--- src/rtl/fetch_unit_if.sv ---
// fetch_unit_if: groups the fetch stage's control, imem and IF/ID signals into one bundle.
// Latency: none, this is wiring only.
// Backpressure: carries i_stall and the imem req/ack handshake; slave = fetch unit, master = its environment.
interface fetch_unit_if #(
    parameter int PC_WIDTH    = 32,
    parameter int INSTR_WIDTH = 32
);
    logic [1:0]             i_pcSrc;
    logic                   i_flush;
    logic [PC_WIDTH-1:0]    i_branch_target;
    logic [PC_WIDTH-1:0]    i_jalr_target;
    logic                   i_stall;
    logic                   o_imem_req;
    logic [PC_WIDTH-1:0]    o_imem_addr;
    logic                   i_imem_ack;
    logic [INSTR_WIDTH-1:0] i_imem_data;
    logic [INSTR_WIDTH-1:0] o_ifid_instr;
    logic [PC_WIDTH-1:0]    o_ifid_pc;
    logic [PC_WIDTH-1:0]    o_ifid_pc4;
    logic                   o_ifid_valid;
    logic                   o_misaligned;

    modport slave (
        input  i_pcSrc, i_flush, i_branch_target, i_jalr_target, i_stall,
        input  i_imem_ack, i_imem_data,
        output o_imem_req, o_imem_addr,
        output o_ifid_instr, o_ifid_pc, o_ifid_pc4, o_ifid_valid, o_misaligned
    );

    modport master (
        output i_pcSrc, i_flush, i_branch_target, i_jalr_target, i_stall,
        output i_imem_ack, i_imem_data,
        input  o_imem_req, o_imem_addr,
        input  o_ifid_instr, o_ifid_pc, o_ifid_pc4, o_ifid_valid, o_misaligned
    );
endinterface

--- src/rtl/fetch_unit.sv ---
// fetch_unit: PC register, imem req/ack fetch, IF/ID register with a one-entry skid buffer.
// Latency: ack in cycle N shows on IF/ID at N+1; a redirect target reaches IF/ID at N+2 earliest.
// Backpressure: i_stall holds PC and IF/ID; an ack taken during stall parks in the skid buffer and req drops.
// Optional feature macro FETCH_MISALIGN_TRAP_EN: misaligned redirect sets o_misaligned and halts fetch.
module fetch_unit #(
    parameter int                  PC_WIDTH    = 32,
    parameter int                  INSTR_WIDTH = 32,
    parameter logic [PC_WIDTH-1:0] RESET_PC    = '0
) (
    input  logic        clk,
    input  logic        i_rst_n,
    fetch_unit_if.slave bus
);
    localparam logic [INSTR_WIDTH-1:0] NOP     = INSTR_WIDTH'(32'h0000_0013);
    localparam logic [PC_WIDTH-1:0]    PC_STEP = PC_WIDTH'(4);

    typedef enum logic [1:0] {
        BOOT = 2'd0,
        RUN  = 2'd1,
`ifdef FETCH_MISALIGN_TRAP_EN
        HALT = 2'd3,
`endif
        HOLD = 2'd2
    } state_t;

    state_t                 r_state, w_state_nxt;
    logic [PC_WIDTH-1:0]    r_pc, w_pc_nxt;
    logic [INSTR_WIDTH-1:0] r_ifid_instr, w_ifid_instr_nxt;
    logic [PC_WIDTH-1:0]    r_ifid_pc, w_ifid_pc_nxt;
    logic [PC_WIDTH-1:0]    r_ifid_pc4, w_ifid_pc4_nxt;
    logic                   r_ifid_valid, w_ifid_valid_nxt;
    logic [INSTR_WIDTH-1:0] r_skid_instr, w_skid_instr_nxt;
    logic [PC_WIDTH-1:0]    r_skid_pc, w_skid_pc_nxt;

    logic                   w_redirect;
    logic                   w_kill;
    logic [PC_WIDTH-1:0]    w_raw_target;
    logic [PC_WIDTH-1:0]    w_target;
    logic [PC_WIDTH-1:0]    w_pc4;
    logic [PC_WIDTH-1:0]    w_skid_pc4;

    assign w_redirect   = (bus.i_pcSrc == 2'b01) || (bus.i_pcSrc == 2'b10);
    assign w_kill       = bus.i_flush || w_redirect;
    // JALR targets never carry bit 0.
    assign w_raw_target = (bus.i_pcSrc == 2'b10) ? (bus.i_jalr_target & ~PC_WIDTH'(1))
                                                 : bus.i_branch_target;
    assign w_pc4        = r_pc + PC_STEP;
    assign w_skid_pc4   = r_skid_pc + PC_STEP;

`ifdef FETCH_MISALIGN_TRAP_EN
    logic r_misaligned, w_misaligned_nxt;
    logic w_trap;
    assign w_target = w_raw_target;
    assign w_trap   = w_redirect && (w_raw_target[1:0] != 2'b00);
`else
    // Without the trap, a redirect silently lands on the word boundary.
    assign w_target = w_raw_target & ~PC_WIDTH'(3);
`endif

    // Next-state and register-load decisions; kill beats stall, stall beats ack.
    always_comb begin
        w_state_nxt      = r_state;
        w_pc_nxt         = r_pc;
        w_ifid_instr_nxt = r_ifid_instr;
        w_ifid_pc_nxt    = r_ifid_pc;
        w_ifid_pc4_nxt   = r_ifid_pc4;
        w_ifid_valid_nxt = r_ifid_valid;
        w_skid_instr_nxt = r_skid_instr;
        w_skid_pc_nxt    = r_skid_pc;
`ifdef FETCH_MISALIGN_TRAP_EN
        w_misaligned_nxt = r_misaligned;
`endif
        if (((r_state == RUN) || (r_state == HOLD)) && w_kill) begin
            // Kill: bubble into IF/ID, drop any parked fetch, ignore this cycle's ack.
            w_state_nxt      = RUN;
            w_ifid_instr_nxt = NOP;
            w_ifid_pc_nxt    = '0;
            w_ifid_pc4_nxt   = '0;
            w_ifid_valid_nxt = 1'b0;
            w_skid_instr_nxt = '0;
            w_skid_pc_nxt    = '0;
`ifdef FETCH_MISALIGN_TRAP_EN
            if (w_trap) begin
                w_state_nxt      = HALT;
                w_misaligned_nxt = 1'b1;
            end else if (w_redirect) begin
                w_pc_nxt = w_target;
            end
`else
            if (w_redirect) begin
                w_pc_nxt = w_target;
            end
`endif
        end else begin
            case (r_state)
                BOOT: w_state_nxt = RUN;
                RUN: begin
                    if (bus.i_stall) begin
                        // A fetch completing under stall is parked so it is never re-fetched.
                        if (bus.i_imem_ack) begin
                            w_skid_instr_nxt = bus.i_imem_data;
                            w_skid_pc_nxt    = r_pc;
                            w_pc_nxt         = w_pc4;
                            w_state_nxt      = HOLD;
                        end
                    end else if (bus.i_imem_ack) begin
                        w_ifid_instr_nxt = bus.i_imem_data;
                        w_ifid_pc_nxt    = r_pc;
                        w_ifid_pc4_nxt   = w_pc4;
                        w_ifid_valid_nxt = 1'b1;
                        w_pc_nxt         = w_pc4;
                    end else begin
                        w_ifid_instr_nxt = NOP;
                        w_ifid_pc_nxt    = '0;
                        w_ifid_pc4_nxt   = '0;
                        w_ifid_valid_nxt = 1'b0;
                    end
                end
                HOLD: begin
                    if (!bus.i_stall) begin
                        w_ifid_instr_nxt = r_skid_instr;
                        w_ifid_pc_nxt    = r_skid_pc;
                        w_ifid_pc4_nxt   = w_skid_pc4;
                        w_ifid_valid_nxt = 1'b1;
                        w_state_nxt      = RUN;
                    end
                end
                default: ;
            endcase
        end
    end

    // State, PC, IF/ID and skid registers.
    always_ff @(posedge clk or negedge i_rst_n) begin
        if (!i_rst_n) begin
            r_state      <= BOOT;
            r_pc         <= RESET_PC;
            r_ifid_instr <= NOP;
            r_ifid_pc    <= '0;
            r_ifid_pc4   <= '0;
            r_ifid_valid <= 1'b0;
            r_skid_instr <= '0;
            r_skid_pc    <= '0;
        end else begin
            r_state      <= w_state_nxt;
            r_pc         <= w_pc_nxt;
            r_ifid_instr <= w_ifid_instr_nxt;
            r_ifid_pc    <= w_ifid_pc_nxt;
            r_ifid_pc4   <= w_ifid_pc4_nxt;
            r_ifid_valid <= w_ifid_valid_nxt;
            r_skid_instr <= w_skid_instr_nxt;
            r_skid_pc    <= w_skid_pc_nxt;
        end
    end

`ifdef FETCH_MISALIGN_TRAP_EN
    // Sticky misaligned flag, cleared only by reset.
    always_ff @(posedge clk or negedge i_rst_n) begin
        if (!i_rst_n) begin
            r_misaligned <= 1'b0;
        end else begin
            r_misaligned <= w_misaligned_nxt;
        end
    end
    assign bus.o_misaligned = r_misaligned;
`else
    assign bus.o_misaligned = 1'b0;
`endif

    assign bus.o_imem_req   = (r_state == RUN);
    assign bus.o_imem_addr  = r_pc;
    assign bus.o_ifid_instr = r_ifid_instr;
    assign bus.o_ifid_pc    = r_ifid_pc;
    assign bus.o_ifid_pc4   = r_ifid_pc4;
    assign bus.o_ifid_valid = r_ifid_valid;
endmodule

--- src/flat_wrapper.sv ---
// flat-port wrapper written by rule: the top's interface ports become plain ports
module fetch_unit_flat 
#(
    parameter int                  PC_WIDTH    = 32,
    parameter int                  INSTR_WIDTH = 32,
    parameter logic [PC_WIDTH-1:0] RESET_PC    = '0
)
  (clk, i_rst_n, bus_i_pcSrc, bus_i_flush, bus_i_branch_target, bus_i_jalr_target, bus_i_stall, bus_i_imem_ack, bus_i_imem_data, bus_o_imem_req, bus_o_imem_addr, bus_o_ifid_instr, bus_o_ifid_pc, bus_o_ifid_pc4, bus_o_ifid_valid, bus_o_misaligned);
  fetch_unit_if #(.PC_WIDTH(PC_WIDTH), .INSTR_WIDTH(INSTR_WIDTH)) bus_i ();
  input  logic clk;
  input  logic i_rst_n;
  input wire logic [$bits(bus_i.i_pcSrc)-1:0] bus_i_pcSrc;
  input wire logic [$bits(bus_i.i_flush)-1:0] bus_i_flush;
  input wire logic [$bits(bus_i.i_branch_target)-1:0] bus_i_branch_target;
  input wire logic [$bits(bus_i.i_jalr_target)-1:0] bus_i_jalr_target;
  input wire logic [$bits(bus_i.i_stall)-1:0] bus_i_stall;
  input wire logic [$bits(bus_i.i_imem_ack)-1:0] bus_i_imem_ack;
  input wire logic [$bits(bus_i.i_imem_data)-1:0] bus_i_imem_data;
  output wire logic [$bits(bus_i.o_imem_req)-1:0] bus_o_imem_req;
  output wire logic [$bits(bus_i.o_imem_addr)-1:0] bus_o_imem_addr;
  output wire logic [$bits(bus_i.o_ifid_instr)-1:0] bus_o_ifid_instr;
  output wire logic [$bits(bus_i.o_ifid_pc)-1:0] bus_o_ifid_pc;
  output wire logic [$bits(bus_i.o_ifid_pc4)-1:0] bus_o_ifid_pc4;
  output wire logic [$bits(bus_i.o_ifid_valid)-1:0] bus_o_ifid_valid;
  output wire logic [$bits(bus_i.o_misaligned)-1:0] bus_o_misaligned;
  assign bus_i.i_pcSrc = bus_i_pcSrc;
  assign bus_i.i_flush = bus_i_flush;
  assign bus_i.i_branch_target = bus_i_branch_target;
  assign bus_i.i_jalr_target = bus_i_jalr_target;
  assign bus_i.i_stall = bus_i_stall;
  assign bus_i.i_imem_ack = bus_i_imem_ack;
  assign bus_i.i_imem_data = bus_i_imem_data;
  assign bus_o_imem_req = bus_i.o_imem_req;
  assign bus_o_imem_addr = bus_i.o_imem_addr;
  assign bus_o_ifid_instr = bus_i.o_ifid_instr;
  assign bus_o_ifid_pc = bus_i.o_ifid_pc;
  assign bus_o_ifid_pc4 = bus_i.o_ifid_pc4;
  assign bus_o_ifid_valid = bus_i.o_ifid_valid;
  assign bus_o_misaligned = bus_i.o_misaligned;
  fetch_unit #(.PC_WIDTH(PC_WIDTH), .INSTR_WIDTH(INSTR_WIDTH), .RESET_PC(RESET_PC)) u_core (.clk(clk), .i_rst_n(i_rst_n), .bus(bus_i));
endmodule
--- config.mk ---
export PLATFORM = sky130hd
export DESIGN_NAME = fetch_unit_flat
export DESIGN_NICKNAME = d
export VERILOG_FILES = /design/src/rtl/fetch_unit_if.sv /design/src/rtl/fetch_unit.sv /design/src/flat_wrapper.sv
export SDC_FILE = /design/constraint.sdc
export NUM_CORES = 1
export LEC_CHECK = 0
export BUFFER_PORTS_ARGS = -buffer_cell sky130_fd_sc_hd__buf_2
export CORE_ASPECT_RATIO = 1.5
export CORE_MARGIN = 10
export CORE_UTILIZATION = 45
export CTS_BUF_LIST = sky130_fd_sc_hd__clkbuf_4 sky130_fd_sc_hd__clkbuf_8 sky130_fd_sc_hd__clkbuf_16
export CTS_CLUSTER_SIZE = 12
export DETAILED_ROUTE_END_ITERATION = 8
export PLACE_DENSITY = 0.68
export SYNTH_ARGS = -nofsm -noshare
export SYNTH_HDL_FRONTEND = slang
export SYNTH_SLANG_ARGS = --single-unit
--- constraint.sdc ---
create_clock -name clk -period 7.4 [get_ports clk]
set_clock_uncertainty 0.2 [all_clocks]
set_input_delay 1.48 -clock clk [delete_from_list [all_inputs] [get_ports clk]]
set_output_delay 1.48 -clock clk [all_outputs]
set_load 0.01 [all_outputs]
==> results of run 1 <==
how the worst max path moves through the flow:
stage	start	to	slack [ns]	depth (start not counted)
after global placement	bus_i_pcSrc[0]	u_core.bus.o_ifid_pc4[18]	2.95	8
after global routing	bus_i_pcSrc[0]	u_core.bus.o_ifid_pc4[18]	3.09	8
after detailed placement	bus_i_pcSrc[0]	u_core.bus.o_ifid_pc4[18]	2.93	8
final	bus_i_pcSrc[0]	u_core.bus.o_ifid_pc4[18]	3.29	8
after floorplan	bus_i_pcSrc[0]	u_core.bus.o_ifid_pc4[17]	3.85	8
after CTS	bus_i_pcSrc[0]	u_core.bus.o_ifid_pc4[18]	3.40	8
stage by stage:
stage          setup slack (ns)  cell area (sq um)   util  instances  hold WS [ns]
2_1_floorplan              3.85              10100      -       1172         0.277
3_3_place_gp               2.95              11300  0.507       1572         0.256
3_5_place_dp               2.93              11300  0.507       1572         0.265
4_1_cts                    3.40              11800  0.532       1604         0.280
5_1_grt                    3.09              11800  0.532       1604         0.296
6_report                   3.29              11800  0.532       1604         0.272
cells by family (layout without fill, tap and decap cells):
kind of cell | count (synthesis) | count (layout)
xor gates and xnor gates | 44 | 44
muxes | 33 | 33
other | 1 | 3
buffers and inverters | 123 | 279
AOI/OAI and AO/OA | 344 | 344
and+or+nand+nor | 430 | 430
DFF | 189 | 189
adders and majority gates | 6 | 6
placed cells by master, fill, tap and decap left out, types with 30 or more instances in the layout:
cell,instances
a22oi_1,30
o21ai_0,98
a21oi_1,131
nor2_1,30
and3_1,34
dfrtp_1,186
nand2_1,251
nand3_1,33
buf_2,225
registers in the layout (all words and copies together) (netlist names):
name / cells
u_core.bus.o_ifid_instr: 32
u_core.r_skid_pc: 31
u_core.bus.o_ifid_pc4: 31
u_core.bus.o_ifid_valid: 1
u_core.r_skid_instr: 32
u_core.bus.o_imem_addr: 30
u_core.r_state: 2
u_core.bus.o_ifid_pc: 30
layout make-up:
type                            count  area, sq um  area share
Tap cell                          276          345      0.0292
Clock inverter                      8         56.3     0.00476
Sequential cell                   189         4730       0.400
Clock buffer                       24          509      0.0431
Inverter                           10         37.5     0.00317
Multi-Input combinational cell    860         4920       0.416
Timing Repair Buffer              237         1220       0.103
power by group:
group	switching, W	internal [W]
Clock	0.000412	0.000483
Combinational	0.00115	0.000630
Sequential	0.000393	0.00132
tightest hold or removal path, stage by stage, from the launching register on:
cell and delay (ns):
dfrtp_1 0.34, nand2_1 0.04, o21ai_0 0.06
per-layer routing:
metal  global-route usage  wire [um]  vias to the layer above
li1                     -          -                     4407
met1                0.280      13400                     4469
met2                0.362      16000                      394
met3               0.0428       2250                       50
met4               0.0851        922                        0
met5                    0          0                        -
==> metrics.csv, run 1 <==
stage,metric,value,unit
run_status,outcome,"finished, final reports clean",
synth,synthSimpleGateAreaFrac,0.199,
critical_path,cp_max_fo,12,
grt,grt-ovfl-total,0,
placed_design,port-buffer-count,226,
synth,synth_top_area_frac,0.461,
timing,timing.fmax,0.244,GHz
cells_and_area,fin_nets,1424,
die,die_width,142,um
synth,synth_top_family_by_area,compound AO/OA/AOI/OAI gates,
timing,tightest_slew,1.30,ns
timing,period_needed,4.11,ns
timing,finalSetupViolations,0,
job,cap_viol_max_count,0,
clock_network,insertion_delay,0.45,ns
synth,yosysSeqAreaShare,0.469,
clock_network,cts_buffers,17,
synth,synthAdderAreaFrac,0.00743,
synth,yosysTopAreaCell,dfrtp_1,
route,num_vias,9320,
critical_path,cp.arrival,4.30,ns
route,avgRoutedWirePerCell,20.3,um
synth,synth_compound_area_frac,0.203,
route,drtIter0Drc,659,
grt,grt_pass1_wl,51400,um
die,ios,234,
timing,period_share,0.555,
cells_and_area,drive_above_1_share,0.229,
timing,hold_viol_final,0,
critical_path,slowest_stage,nor3b_1,
critical_path,cpPeakStageDelay,0.70,ns
critical_path,reg2reg_from,u_core.r_state[0],
synth,syn_avg_cell_area,8.63,sq um
route,post_drt_via_cell_ratio,5.81,
synth,synth_edf_count,0,
synth,ys_warn_count,0,
clock_network,htreeDepth,4,
synth,netlist_area,10100,sq um
die,dieHeight,203,um
clock_network,cts_resized,0,
synth,synthArstFlopShare,1.00,
critical_path,crit_chain,"buf_2, inv_1, ha_1, nor2b_1, nor3b_1, o21ai_1, a221o_1, nand2_1",
worst_hold_path,hold_class,reg -> reg,
synth,yosys-mux-area-fraction,0.0344,
clock_network,post-cts-setup-buffer-count,0,
route,wirelength,32600,um
synth,synth-seq-cells,189,
power,power,0.00439,W
clock_network,cts_root_buf,clkbuf_16,
clock_network,tritoncts,done,
synth,synthCells,1170,
grt,grt.total_usage,0.220,
critical_path,crit_path_start_kind,input port,
placed_design,gp_congestion,0.824,
cells_and_area,antenna_cells,0,
synth,yosysMostFrequentCell,nand2_1,
die,coreArea,22200,sq um
timing,maxSlewHeadroom,0.130,
worst_hold_path,hold_path_depth,2,
route,drtPass1Iterations,5,
route,drc,0,
worst_hold_path,min_from,u_core.bus.o_ifid_instr[29],
timing,slew_viol_final,0,
critical_path,critPathTopFamily,simple AND/OR/NAND/NOR gates,
power,vdd_drop_max,0.215,mV
clock_network,clkSinkCount,189,
die,fp.dieArea,29000,sq um
critical_path,cp.required,7.59,ns
timing,setup_tns,0,ns
clock_network,cts_buffer_depth,2,
route,drtAntennaViolNets,0,
cells_and_area,synthToLayoutAreaGrowth,17.1,%
power,pwr_density_cell,372,nW/um^2
clock_network,hold_buffers,0,
critical_path,r2r_setup_slack,4.04,ns
synth,synth_common_cells,"nand2_1 (251), dfrtp_1 (186), a21oi_1 (131)",
grt,grt_pass1_vias,9153,
clock_network,clk_transition_reported_paths,0.07,ns
synth,ys_types,57,
die,rows,67,
grt,antenna_found_initial,0,
placed_design,hpwl,22500,um
synth,synthFlopType,dfrtp_1,
cells_and_area,fill_cells,2121,
worst_hold_path,holdPathEnd,u_core.bus.o_ifid_instr[29],
die,start_util,0.455,
critical_path,r2r_end,u_core.bus.o_ifid_pc4[18],
synth,synth-xor-area-share,0.0382,
critical_path,path_class,in -> reg,
critical_path,cp_num_buf_inv,2,
critical_path,r2r_cells,7,
timing,rsz0062_at_grt,no,
critical_path,cp-end-kind,register,
grt,grt_max_degree,93,
synth,synthTopCellsByArea,"dfrtp_1 (46%), nand2_1 (9.3%), a21oi_1 (6.5%)",
power,power_leakage,5.35,nW
Note: power is estimated with default switching activity, not from simulation.
==> run 2: changes to the inputs <==
--- a/config.mk
+++ b/config.mk
@@ -5,6 +5,7 @@
 export SDC_FILE = /design/constraint.sdc
 export NUM_CORES = 1
 export LEC_CHECK = 0
+export ABC_AREA = 1
 export BUFFER_PORTS_ARGS = -buffer_cell sky130_fd_sc_hd__buf_2
 export CORE_ASPECT_RATIO = 1.5
 export CORE_MARGIN = 10
@@ -12,7 +13,7 @@
 export CTS_BUF_LIST = sky130_fd_sc_hd__clkbuf_4 sky130_fd_sc_hd__clkbuf_8 sky130_fd_sc_hd__clkbuf_16
 export CTS_CLUSTER_SIZE = 12
 export DETAILED_ROUTE_END_ITERATION = 8
-export PLACE_DENSITY = 0.68
+export PLACE_DENSITY = 0.67
 export SYNTH_ARGS = -nofsm -noshare
 export SYNTH_HDL_FRONTEND = slang
 export SYNTH_SLANG_ARGS = --single-unit
==> constraint.sdc (replaced) <==
create_clock -name clk -period 4.1 [get_ports clk]
set_clock_uncertainty 0.2 [all_clocks]
set_input_delay 0.82 -clock clk [delete_from_list [all_inputs] [get_ports clk]]
set_output_delay 0.82 -clock clk [all_outputs]
set_load 0.01 [all_outputs]
==> run 2 against run 1 <==
  * Sequential share of layout area decreased by 1.5 points
  * Combinational power is 140% higher
  * Worst setup slack lost 2.5 ns
  * Register-to-register slack worse by 3.0 ns
  * Critical path depth is 2 higher
  * Synthesized cell count is 22% higher
  * Power rose by 110%
  * Utilization grew 1.6 points
  * Hold slack worse by 0.093 ns
  * Critical path type unchanged
  * Largest cell class is now registers
  * Highest routed layer unchanged
==> metrics.csv, run 2 <==
stage,metric,value,unit
synth,yosysSeqAreaShare,0.461,
synth,ys_warn_count,0,
synth,synthSimpleGateAreaFrac,0.276,
critical_path,crit_path_start_kind,input port,
power,switching_share,0.453,
power,p_comb_frac,0.461,
critical_path,cp_common_cell,inv_1,
route,avgRoutedWirePerCell,17.8,um
timing,hold_viol_final,0,
clock_network,cts_buffer_depth,2,
synth,synth_top_family_by_area,simple AND/OR/NAND/NOR gates,
synth,synthTopCellsByArea,"dfrtp_1 (45%), nand2_1 (16%), o21ai_0 (9.4%)",
synth,synth_top_area_frac,0.453,
power,vdd_drop_max,0.573,mV
die,rows,67,
critical_path,path_class,in -> reg,
cells_and_area,final_cell_area,12300,sq um
synth,yosys-mux-area-fraction,0.000975,
power,pwr_density_cell,742,nW/um^2
timing,slew_viol_final,0,
critical_path,cp_max_fo,92,
timing,maxSlewHeadroom,0.297,
clock_network,cts_root_buf,clkbuf_16,
synth,synth_compound_area_frac,0.155,
grt,grt-ovfl-total,0,
grt,antenna_found_initial,0,
timing,tightest_slew,1.06,ns
power,power,0.00910,W
timing,finalSetupViolations,0,
cells_and_area,fin_nets,1720,
synth,synth_common_cells,"nand2_1 (427), o21ai_0 (193), dfrtp_1 (186)",
die,start_util,0.459,
worst_hold_path,hold_class,in -> async,
die,coreArea,22400,sq um
route,num_vias,10000,
timing,fin_hold_ws,0.179,ns
clock_network,clkSinkCount,189,
timing,setup_tns,0,ns
synth,synth-seq-cells,189,
grt,grt_pass1_vias,9984,
timing,timing.fmax,0.303,GHz
clock_network,cts_resized,0,
grt,grt_max_degree,93,
power,p_sw,0.00413,W
timing,period_share,0.805,
placed_design,gp_congestion,0.923,
die,dieHeight,205,um
job,cap_viol_max_count,0,
route,drtIter0Drc,610,
power,power_leakage,6.11,nW
power,clkPwrFrac,0.208,
timing,period_needed,3.30,ns
critical_path,crit_chain,"buf_2, inv_1, ha_1, inv_1, o21ai_4, nand2_2, nand3_4, buf_4, nand2_1, o21ai_0",
critical_path,cpPeakStageDelay,0.73,ns
route,drtPass1Iterations,7,
clock_network,hold_buffers,0,
placed_design,place_area,11600,sq um
synth,yosysTopAreaCell,dfrtp_1,
placed_design,port-buffer-count,226,
synth,synth-xor-area-share,0.0145,
clock_network,clk_transition_reported_paths,0.07,ns
critical_path,slowest_stage,buf_4,
timing,rsz0062_at_grt,no,
run_status,outcome,"finished, final reports clean",
grt,grt.total_usage,0.233,
critical_path,cp-end-kind,register,
synth,synthArstFlopShare,1.00,
synth,synthAdderAreaFrac,0.00731,
cells_and_area,final_cell_mix,"nand2_1 (427), buf_2 (225), o21ai_0 (193)",
synth,yosysMostFrequentCell,nand2_1,
grt,grt_pass1_wl,54100,um
synth,netlist_area,10300,sq um
clock_network,htreeDepth,4,
power,p_int,0.00498,W
critical_path,cp.required,4.24,ns
synth,synthCells,1422,
clock_network,cts_buffers,17,
synth,ys_types,32,
placed_design,hpwl,25800,um
route,drtAntennaViolNets,0,
synth,synthFlopType,dfrtp_1,
cells_and_area,final_common_cell,nand2_1,
critical_path,cp.arrival,3.45,ns
die,die_width,143,um
cells_and_area,drive_above_1_share,0.183,
synth,syn_avg_cell_area,7.22,sq um
clock_network,post-cts-setup-buffer-count,0,
route,post_drt_via_cell_ratio,5.26,
clock_network,tritoncts,done,
clock_network,insertion_delay,0.45,ns
cells_and_area,synthToLayoutAreaGrowth,19.5,%
route,wirelength,33700,um
synth,synth_edf_count,0,
die,fp.dieArea,29400,sq um
die,ios,234,
route,drc,0,
power,pwr-share-seq,0.330,
-- run 2: cell count changes in the layout (fill, tap and decap cells not counted), moves of 18 or more --
cell | previous run | this run
mux2i_1 | 19 | 1
a22oi_1 | 30 | 1
xnor2_1 | 22 | 1
nand2_1 | 251 | 427
and3_1 | 34 | 0
a21oi_1 | 131 | 10
inv_1 | 10 | 134
o21ai_0 | 98 | 193
nand3_1 | 33 | 138
nor2_1 | 30 | 118
o22ai_1 | 10 | 62
-- run 2: layout make-up --
cell class | instances | area, sq um
fillers | 2262 | 10100
flip-flops and latches | 189 | 4730
diodes | 1 | 2.50
inverters | 136 | 512
repair buffers | 248 | 1320
well taps | 276 | 345
multi-input cells | 1019 | 4690
clock inverters | 8 | 179
clock buffers | 24 | 497
-- run 2: logic make-up after synthesis --
group | after synthesis
AO/OA/AOI/OAI | 294
XOR/XNOR | 17
buffers and inverters | 216
flip-flops | 189
adder cells (fa/ha/maj) | 6
multiplexers | 1
other | 1
AND/OR/NAND/NOR | 698
-- run 2: worst paths after layout --
kind | startpoint | end | slack (ns) | cells after the start
min reg2reg | u_core.bus.o_ifid_pc4[23] | u_core.bus.o_ifid_pc4[23] | 0.27 | 2
max reg2reg | u_core.r_state[0] | u_core.bus.o_ifid_pc[2] | 1.07 | 9
min | i_rst_n | u_core.bus.o_imem_addr[3] | 0.18 | 1
max | bus_i_pcSrc[0] | u_core.bus.o_ifid_pc[2] | 0.80 | 10
min in group clk | u_core.bus.o_ifid_pc4[23] | u_core.bus.o_ifid_pc4[23] | 0.27 | 2
max in group asynchronous | i_rst_n | u_core.bus.o_ifid_instr[4] | 2.60 | 2
-- run 2: metal layers --
layer  vias up  part of all wire  track usage
li1       5008                 -            -
met1      4640              0.42        0.280
met2       291              0.49        0.396
met3        62             0.051       0.0385
met4         0             0.039        0.114
met5         -                 0            0
-- run 2: through the flow --
stage	instances	setup slack, ns	utilization
after floorplan	1424	1.54	-
after global routing	1900	0.529	0.548
after detailed placement	1868	0.338	0.518
after CTS	1900	0.801	0.548
after global placement	1868	0.384	0.518
final	1901	0.798	0.548
-- run 2: critical path, delay by kind of cell --
| kind | cells | cell delay, ns |
|---|---|---|
| adders and majority gates | 1 | 0.39 |
| AOI/OAI and AO/OA | 2 | 0.52 |
| and+or+nand+nor | 3 | 0.67 |
| buffers and inverters | 4 | 0.95 |
-- run 2: power by group through the flow --
stage                     registers [W]  logic [W]  clock network (W)
after floorplan                 0.00311    0.00263                  0
after global placement          0.00301    0.00418                  0
after global routing            0.00310    0.00475            0.00198
after detailed placement        0.00303    0.00423                  0
after CTS                       0.00300    0.00425            0.00192
final                           0.00301    0.00420            0.00190
==> run 3: changes to the inputs <==
--- a/config.mk
+++ b/config.mk
@@ -5,7 +5,7 @@
 export SDC_FILE = /design/constraint.sdc
 export NUM_CORES = 1
 export LEC_CHECK = 0
-export ABC_AREA = 1
+export ABC_AREA = 0
 export BUFFER_PORTS_ARGS = -buffer_cell sky130_fd_sc_hd__buf_2
 export CORE_ASPECT_RATIO = 1.5
 export CORE_MARGIN = 10
@@ -13,7 +13,7 @@
 export CTS_BUF_LIST = sky130_fd_sc_hd__clkbuf_4 sky130_fd_sc_hd__clkbuf_8 sky130_fd_sc_hd__clkbuf_16
 export CTS_CLUSTER_SIZE = 12
 export DETAILED_ROUTE_END_ITERATION = 8
-export PLACE_DENSITY = 0.67
+export PLACE_DENSITY = 0.7
 export SYNTH_ARGS = -nofsm -noshare
 export SYNTH_HDL_FRONTEND = slang
 export SYNTH_SLANG_ARGS = --single-unit
==> constraint.sdc (replaced) <==
create_clock -name clk -period 2.8 [get_ports clk]
set_clock_uncertainty 0.2 [all_clocks]
set_input_delay 0.56 -clock clk [delete_from_list [all_inputs] [get_ports clk]]
set_output_delay 0.56 -clock clk [all_outputs]
set_load 0.01 [all_outputs]
==> run 3 against run 2 <==
  * Routed wire length down 2.6%
  * Register-to-register slack got worse by 0.83 ns
  * Combinational power is 29% higher
  * Count of clock-buffer cells in the layout decreased by 6
  * First-iteration DRC count fell by 1.3%
  * Utilization up 0.35 points
  * Clock power up 21%
  * Worst setup slack worse by 0.56 ns
==> metrics.csv, run 3 (synthesis results as in run 1) <==
stage,metric,value,unit
cells_and_area,final_common_cell,nand2_1,
job,cap_viol_max_count,0,
power,pwr_density_cell,983,nW/um^2
cells_and_area,final_cell_mix,"nand2_1 (251), buf_2 (225), dfrtp_1 (186)",
timing,hold_viol_final,0,
grt,grt.total_usage,0.221,
cells_and_area,final_cell_count_no_fill,1651,
route,drtPass1Iterations,5,
route,drtIter0Drc,602,
route,drc,0,
critical_path,crit_path_start_kind,register,
die,rows,67,
die,die_width,142,um
timing,rsz0062_at_grt,no,
cells_and_area,fin_nets,1471,
placed_design,port-buffer-count,226,
power,power_leakage,5.60,nW
route,num_vias,9554,
critical_path,cp_max_fo,38,
cells_and_area,fin_util,0.552,
cells_and_area,antenna_cells,0,
timing,tightest_slew,0.623,ns
timing,timing.fmax,0.391,GHz
critical_path,cpPeakStageDelay,0.42,ns
placed_design,hpwl,23800,um
grt,grt-ovfl-total,0,
cells_and_area,synthToLayoutAreaGrowth,21.4,%
cells_and_area,drive_above_1_share,0.255,
die,coreArea,22200,sq um
clock_network,clkSinkCount,189,
route,avgRoutedWirePerCell,19.9,um
run_status,outcome,"finished, final reports clean",
route,met2_length,16100,um
clock_network,post-cts-setup-buffer-count,0,
critical_path,cp-end-kind,register,
critical_path,cp.required,2.90,ns
clock_network,clk_transition_reported_paths,0.07,ns
die,start_util,0.455,
grt,grt_pass1_vias,9357,
grt,grt_pass1_wl,51400,um
route,wirelength,32900,um
placed_design,post-place-ws,0.00561,ns
grt,grt_max_degree,61,
timing,slew_viol_final,0,
clock_network,cts_buffer_depth,2,
clock_network,insertion_delay,0.45,ns
cells_and_area,multi_input_area,4920,sq um
die,dieHeight,203,um
placed_design,dp_cells,1618,
worst_hold_path,hold_class,in -> reg,
cells_and_area,regArea,4730,sq um
power,vdd_drop_max,0.709,mV
critical_path,slowest_stage,buf_4,
route,drt-met1-wl,13200,um
power,power,0.0121,W
route,drtAntennaViolNets,0,
route,highest_layer,met4,
clock_network,htreeDepth,4,
route,wl_met3,2380,um
timing,period_share,0.914,
clock_network,cts_root_buf,clkbuf_16,
critical_path,cp.arrival,2.66,ns
clock_network,tritoncts,done,
timing,maxSlewHeadroom,0.581,
clock_network,cts_buffers,17,
critical_path,crit_chain,"inv_1, ha_4, buf_4, inv_1, buf_4, and3_1, a21oi_1, o21ai_0",
timing,period_needed,2.56,ns
die,ios,234,
route,post_drt_via_cell_ratio,5.79,
timing,finalSetupViolations,0,
timing,setup_ws,0.240,ns
grt,antenna_found_initial,0,
critical_path,path_class,reg -> reg,
timing,setup_tns,0,ns
cells_and_area,fill_cells,2109,
placed_design,gp_congestion,0.898,
die,fp.dieArea,29000,sq um
==> run 3: layer usage <==
| layer | GRT usage | vias up |
|---|---|---|
| met4 | 0.103 | 0 |
| met1 | 0.275 | 4568 |
| li1 | - | 4506 |
| met3 | 0.0459 | 68 |
| met2 | 0.359 | 412 |
| met5 | 0 | - |
==> run 3: worst paths after layout <==
kind	cells past startpoint	end	slack, ns	startpoint
hold reg to reg	2	u_core.bus.o_ifid_instr[18]	0.27	u_core.bus.o_ifid_instr[18]
min in group asynchronous	2	u_core.bus.o_imem_addr[30]	0.41	i_rst_n
hold / removal	3	u_core.r_skid_instr[2]	0.15	bus_i_imem_data[2]
setup / recovery	8	u_core.bus.o_ifid_pc[14]	0.24	u_core.r_state[0]
setup reg to reg	8	u_core.bus.o_ifid_pc[14]	0.24	u_core.r_state[0]
max in group asynchronous	3	u_core.bus.o_ifid_pc[5]	1.25	i_rst_n
==> run 3: area by class of cell <==
type | instances | share of cell area
repair buffers | 284 | 0.137
well taps | 276 | 0.0282
flip-flops and latches | 189 | 0.386
clock inverters | 14 | 0.00908
clock buffers | 18 | 0.0353
multi-input cells | 860 | 0.401
inverters | 10 | 0.00306
==> run 3: critical path: cells and delay by family (launching register included) <==
| kind | cells | cell delay (ns) |
|---|---|---|
| AOI/OAI and AO/OA | 2 | 0.38 |
| adders and majority gates | 1 | 0.28 |
| buffers and inverters | 4 | 0.90 |
| DFF | 1 | 0.41 |
| and+or+nand+nor | 1 | 0.24 |
==> run 3: through the flow <==
stage | instance area, sq um | hold slack [ns]
CTS | 12300 | 0.142
global placement | 11700 | 0.255
floorplan | 10100 | 0.0644
global route | 12300 | 0.147
detailed placement | 11700 | 0.265
finish | 12300 | 0.154
==> run 3: power by group <==
group          internal (W)  total [W]  switching (W)  leakage (nW)
combinational       0.00205    0.00542        0.00336          2.82
sequential          0.00350    0.00434       0.000845          2.51
clock               0.00116    0.00230        0.00113         0.267
==> run 3: repair_timing <==
item                                   4_1_cts  5_1_grt
resized for setup                            0        0
hold buffers                                 1        0
endpoints found under the hold margin       44        0
